## config.mk

```make
export PLATFORM = sky130hd
export DESIGN_NAME = io_peripherals
export DESIGN_NICKNAME = d
export VERILOG_FILES = /design/src/rtl/io_peripherals.sv
export SDC_FILE = /design/constraint.sdc
export NUM_CORES = 1
export LEC_CHECK = 0
export BUFFER_PORTS_ARGS = -buffer_cell sky130_fd_sc_hd__clkbuf_2
export CAP_MARGIN = 20
export CORE_MARGIN = 5
export CORE_UTILIZATION = 35
export DETAILED_ROUTE_END_ITERATION = 7
export PLACE_DENSITY = 0.63
export SYNTH_ARGS = -nofsm -noshare
export SYNTH_HDL_FRONTEND = slang
export SYNTH_SLANG_ARGS = --single-unit
```

## constraint.sdc

```tcl
create_clock -name clk -period 7.85 [get_ports clk]
set_input_delay 1.1775 -clock clk [delete_from_list [all_inputs] [get_ports clk]]
set_output_delay 1.1775 -clock clk [all_outputs]
set_load 0.05 [all_outputs]
```

## src/rtl/io_peripherals.sv

```systemverilog
// io_peripherals
//   Memory-mapped responder for the board I/O. It answers processor loads and
//   stores on the data bus, samples the slide switches, debounces the
//   push-button into a sticky press flag, and drives the LEDs and the six
//   seven-segment digits from processor-written registers.
//
// Ports:
//   clk, reset        system clock, synchronous active-high reset
//   re, we            one-cycle read / write strobes
//   addr[7:0]         byte address; addr[4:2] selects the register, [1:0] ignored
//   wdata[31:0]       write data
//   rdata[31:0]       registered read data, held until the next read
//   button            asynchronous push-button, active-high
//   switches[9:0]     asynchronous slide switches
//   leds[9:0]         LED drive, active-high
//   hex0..hex5[6:0]   seven-segment drive, active-low gfedcba, hex0 rightmost
//
// Register map (addr[7:5] must be 0):
//   0 SW (RO)  1 BTN (RO: bit0 press flag, bit1 level)  2 LED (RW)
//   3 HEXVAL (RW)  4 HEXBLANK (RW, reset all blanked)  5-7 read 0
module io_peripherals #(
    parameter int unsigned DEBOUNCE_CYCLES = 1
) (
    input  logic        clk,
    input  logic        reset,
    input  logic        re,
    input  logic        we,
    input  logic [7:0]  addr,
    input  logic [31:0] wdata,
    output logic [31:0] rdata,
    input  logic        button,
    input  logic [9:0]  switches,
    output logic [9:0]  leds,
    output logic [6:0]  hex0,
    output logic [6:0]  hex1,
    output logic [6:0]  hex2,
    output logic [6:0]  hex3,
    output logic [6:0]  hex4,
    output logic [6:0]  hex5
);

    // Counter only needs to reach DEBOUNCE_CYCLES-1: acceptance happens on the
    // cycle that would have been the DEBOUNCE_CYCLES-th disagreeing sample.
    localparam int unsigned CW = (DEBOUNCE_CYCLES > 1) ? $clog2(DEBOUNCE_CYCLES) : 1;
    localparam logic [CW-1:0] CNT_LAST = CW'(DEBOUNCE_CYCLES - 1);

    typedef enum logic [2:0] {
        REG_SW       = 3'd0,
        REG_BTN      = 3'd1,
        REG_LED      = 3'd2,
        REG_HEXVAL   = 3'd3,
        REG_HEXBLANK = 3'd4
    } reg_sel_t;

    logic [9:0]    sw_s1, sw_s2;
    logic          btn_s1, btn_s2;
    logic [CW-1:0] db_cnt;
    logic          btn_db;
    logic          press;
    logic [9:0]    led_r;
    logic [23:0]   hexval_r;
    logic [5:0]    hexblank_r;

    reg_sel_t      sel;
    logic          mapped;
    logic          btn_rd;
    logic          db_accept;
    logic [31:0]   rd_next;

    always_comb begin
        sel       = reg_sel_t'(addr[4:2]);
        mapped    = (addr[7:5] == 3'b000);
        btn_rd    = re && mapped && (sel == REG_BTN);
        db_accept = (btn_s2 != btn_db) && (db_cnt == CNT_LAST);
        rd_next   = '0;
        if (mapped) begin
            case (sel)
                REG_SW:       rd_next = {22'd0, sw_s2};
                REG_BTN:      rd_next = {30'd0, btn_db, press};
                REG_LED:      rd_next = {22'd0, led_r};
                REG_HEXVAL:   rd_next = {8'd0, hexval_r};
                REG_HEXBLANK: rd_next = {26'd0, hexblank_r};
                default:      rd_next = '0;
            endcase
        end
    end

    always_ff @(posedge clk) begin
        if (reset) begin
            sw_s1      <= '0;
            sw_s2      <= '0;
            btn_s1     <= 1'b0;
            btn_s2     <= 1'b0;
            db_cnt     <= '0;
            btn_db     <= 1'b0;
            press      <= 1'b0;
            led_r      <= '0;
            hexval_r   <= '0;
            hexblank_r <= '1;
            rdata      <= '0;
        end else begin
            sw_s1  <= switches;
            sw_s2  <= sw_s1;
            btn_s1 <= button;
            btn_s2 <= btn_s1;

            if (btn_s2 != btn_db) begin
                if (db_accept) begin
                    btn_db <= btn_s2;
                    db_cnt <= '0;
                end else begin
                    db_cnt <= db_cnt + CW'(1);
                end
            end else begin
                db_cnt <= '0;
            end

            // A rising debounced edge on the same cycle as a BTN read keeps the flag.
            if (db_accept && btn_s2)
                press <= 1'b1;
            else if (btn_rd)
                press <= 1'b0;

            if (re)
                rdata <= rd_next;

            if (we && mapped) begin
                case (sel)
                    REG_LED:      led_r      <= wdata[9:0];
                    REG_HEXVAL:   hexval_r   <= wdata[23:0];
                    REG_HEXBLANK: hexblank_r <= wdata[5:0];
                    default:      ;
                endcase
            end
        end
    end

    function automatic logic [6:0] seg7(input logic [3:0] v);
        case (v)
            4'h0: seg7 = 7'b1000000;
            4'h1: seg7 = 7'b1111001;
            4'h2: seg7 = 7'b0100100;
            4'h3: seg7 = 7'b0110000;
            4'h4: seg7 = 7'b0011001;
            4'h5: seg7 = 7'b0010010;
            4'h6: seg7 = 7'b0000010;
            4'h7: seg7 = 7'b1111000;
            4'h8: seg7 = 7'b0000000;
            4'h9: seg7 = 7'b0010000;
            4'hA: seg7 = 7'b0001000;
            4'hB: seg7 = 7'b0000011;
            4'hC: seg7 = 7'b1000110;
            4'hD: seg7 = 7'b0100001;
            4'hE: seg7 = 7'b0000110;
            default: seg7 = 7'b0001110;
        endcase
    endfunction

    always_comb begin
        leds = led_r;
        hex0 = hexblank_r[0] ? '1 : seg7(hexval_r[3:0]);
        hex1 = hexblank_r[1] ? '1 : seg7(hexval_r[7:4]);
        hex2 = hexblank_r[2] ? '1 : seg7(hexval_r[11:8]);
        hex3 = hexblank_r[3] ? '1 : seg7(hexval_r[15:12]);
        hex4 = hexblank_r[4] ? '1 : seg7(hexval_r[19:16]);
        hex5 = hexblank_r[5] ? '1 : seg7(hexval_r[23:20]);
    end

endmodule

```

==> impl_metrics.py <==
metrics = {
    "clocking": {
        "path_clk_slew_ns": 0.06,
        "cts_tree": "yes",
        "cts_sinks": 131,
        "root_buffer": "clkbuf_16",
        "cts_setup_buffers": 0,
        "cts_buffers": 17,
        "cts_resized": 0,
        "cts_hold_buf": 0,
        "cts_max_level": 4,
        "clockBufferDepth": 2,
        "clk_latency_ns": 0.42,
    },
    "worst_hold_path": {
        "min_delay_worst_endpoint": "sw_s2[3]",
        "hold_path.class": "register to register",
        "holdPathStages": 1,
        "worstHoldStart": "sw_s1[3]",
    },
    "synthesis": {
        "netlist_area_sq_um": 6930,
        "synth-async-reset-ratio_pct": 0,
        "synth_top_area_cell": "dfxtp_1",
        "synth_edf_count": 0,
        "yosys_warnings": 0,
        "yosys-mux-area-fraction_pct": 9.44,
        "synth_ff_type": "dfxtp_1",
        "synthSimpleGateAreaFrac_pct": 21.7,
        "synth_compound_area_share_pct": 17.9,
        "yosys.area.top_type_share_pct": 37.8,
        "synth.distinct_cells": 63,
        "synth_top_family_by_area": "simple AND/OR/NAND/NOR gates",
        "synthAdderAreaFrac_pct": 6.50,
        "syn_area_per_cell_sq_um": 8.74,
        "ys_seq_area_share_pct": 37.8,
        "synthCells": 793,
        "synthTopCellsByArea": "dfxtp_1 (38%), mux2i_1 (7.7%), ha_1 (6.5%)",
        "ys_ff_latch": 131,
        "synthXorXnorAreaFrac_pct": 0,
    },
    "worst_setup_path": {
        "start_kind": "input pin",
        "worstPathRequired_ns": 8.11,
        "worstPathArrival_ns": 4.25,
        "timing.rr.start": "hexval_r[4]",
        "cp-startpoint": "addr[6]",
        "worstPathMaxFanout": 43,
        "crit_path_end_kind": "register",
        "r2r_setup_slack_ns": 5.77,
        "crit_type": "input pin to register",
        "r2r_cells": 8,
    },
    "timing": {
        "hold_violations": 0,
        "post-route-period-util_pct": 50.8,
        "worstMarginPinSlew_ns": 0.854,
        "timing.slew.headroom_pct": 43.1,
        "skew_ns": 0.0100,
        "holdWs_ns": 0.435,
        "drv_slew": 0,
        "period_minus_slack_ns": 3.99,
        "tns_ns": 0,
        "rsz0062_at_grt": "false",
        "setup_viol": 0,
        "max_freq_mhz": 251,
    },
    "final_layout": {
        "instances_no_fill": 1166,
        "layout_commonest_cell": "dfxtp_1",
        "synthToLayoutAreaGrowth_pct": 19.3,
        "nNetsFinal": 979,
        "drive_gt1_share_pct": 25.7,
        "nFillCells": 1972,
        "design_area_sq_um": 8270,
        "final_cell_mix": "dfxtp_1 (131), clkbuf_2 (119), nor2_1 (78)",
        "n_antenna_cell": 0,
    },
    "drt": {
        "drc": 0,
        "totalWireLength_microns": 18400,
        "ant_nets": 0,
        "vias": 5967,
        "first_iter_violations": 245,
        "viasPerCell": 5.12,
        "drt-wirelength-per-cell_microns": 15.8,
        "first_pass_iters": 4,
    },
    "pwr": {
        "seqPwrFrac_pct": 40.6,
        "power_density_nw_per_um2": 202,
        "clkPwrFrac_pct": 54.0,
        "internal-power_w": 0.00129,
        "power.switching_w": 0.000375,
        "combPwrFrac_pct": 5.4,
        "p_sw_share_pct": 22.5,
        "p_leak_nw": 3.53,
        "ir_drop_mv": 0.142,
    },
    "floorplanning": {
        "die_w_microns": 151,
        "ios": 139,
        "initial_core_util_pct": 35.6,
        "die_area_sq_um": 22700,
        "num_rows": 51,
        "core_sq_um": 19500,
        "dieHeight_microns": 151,
    },
    "placed_design": {
        "gp_congestion": 0.831,
        "place_hpwl_microns": 12600,
        "placed_cell_area_sq_um": 7600,
        "port-buffer-count": 120,
        "place_inst": 1134,
    },
    "status": {
        "run_status": "finished, final reports clean",
    },
    "grt": {
        "overflow": 0,
        "grt_pass1_vias": 5665,
        "grt_first_pass_wirelength_microns": 29200,
        "grt_use_total_pct": 16.3,
        "grt_max_degree": 85,
        "antenna_found_initial": 0,
    },
    "run": {
        "max_cap_viol_count": 0,
    },
}
## worst max-delay path, cell delays in order
cell	delay, ns
clkbuf_2	0.10
or4b_4	0.73
nor2_8	0.63
nand2_1	0.15
a21oi_1	0.41
inv_1	0.16
ha_1	0.32
mux2_2	0.30
a21oi_1	0.17
o32ai_1	0.10
## per-layer routing
layer	vias to the layer above	part of all wire, %	global-route usage, %
li1	2949	-	-
met1	2820	45	20.9
met2	171	47	26.3
met3	27	6.0	4.73
met4	0	2.0	5.71
met5	-	0	0
## synthesized netlist by cell type (all sizes together) (11+ instances only)
| library cell | n |
|---|---|
| dfxtp | 131 |
| clkbuf | 20 |
| o22ai | 16 |
| nor2b | 49 |
| mux2i | 53 |
| nor2 | 79 |
| nand2 | 57 |
| o21ai | 26 |
| a21oi | 66 |
| mux2 | 11 |
| inv | 36 |
| or2 | 46 |
| ha | 36 |
| buf | 36 |
| nand2b | 15 |
## how the worst max path moves through the flow
| stage | endpoint | cells past startpoint |
|---|---|---|
| floorplan | register | 10 |
| global placement | register | 10 |
| detailed placement | register | 10 |
| CTS | register | 10 |
| global route | register | 10 |
| finish | register | 10 |
## cells by family after synthesis
family / Yosys count
simple gates: 285
compound gates: 184
flops: 131
buf+inv: 92
mux: 64
fa+ha+maj: 36
other cells: 1
## power groups by stage
| stage | Clock, W | Combinational [W] | Sequential [W] |
|---|---|---|---|
| 2_1_floorplan | 0 | 0.0000628 | 0.000691 |
| 3_3_place_gp | 0 | 0.0000886 | 0.000691 |
| 3_5_place_dp | 0 | 0.0000893 | 0.000691 |
| 4_1_cts | 0.000922 | 0.0000896 | 0.000676 |
| 5_1_grt | 0.000955 | 0.0000974 | 0.000677 |
| 6_report | 0.000901 | 0.0000899 | 0.000676 |
## metrics by stage
| step | power, W | setup slack, ns | utilization [%] |
|---|---|---|---|
| finish | 0.00167 | 3.86 | 42.5 |
| global route | 0.00173 | 3.63 | 42.5 |
| CTS | 0.00169 | 3.89 | 42.5 |
| detailed placement | 0.000780 | 3.44 | 39.1 |
| global placement | 0.000780 | 3.49 | 39.1 |
| floorplan | 0.000754 | 4.37 | - |
## area by class of cell
| type | count | area [sq um] | share of cell area [%] |
|---|---|---|---|
| clock buffers | 21 | 470 | 5.69 |
| repair buffers | 124 | 633 | 7.66 |
| well taps | 265 | 332 | 4.01 |
| inverters | 36 | 135 | 1.63 |
| clock inverters | 11 | 196 | 2.38 |
| multi-input cells | 578 | 3880 | 46.9 |
| flip-flops and latches | 131 | 2620 | 31.7 |
Note: power is estimated with default switching activity, not from simulation.
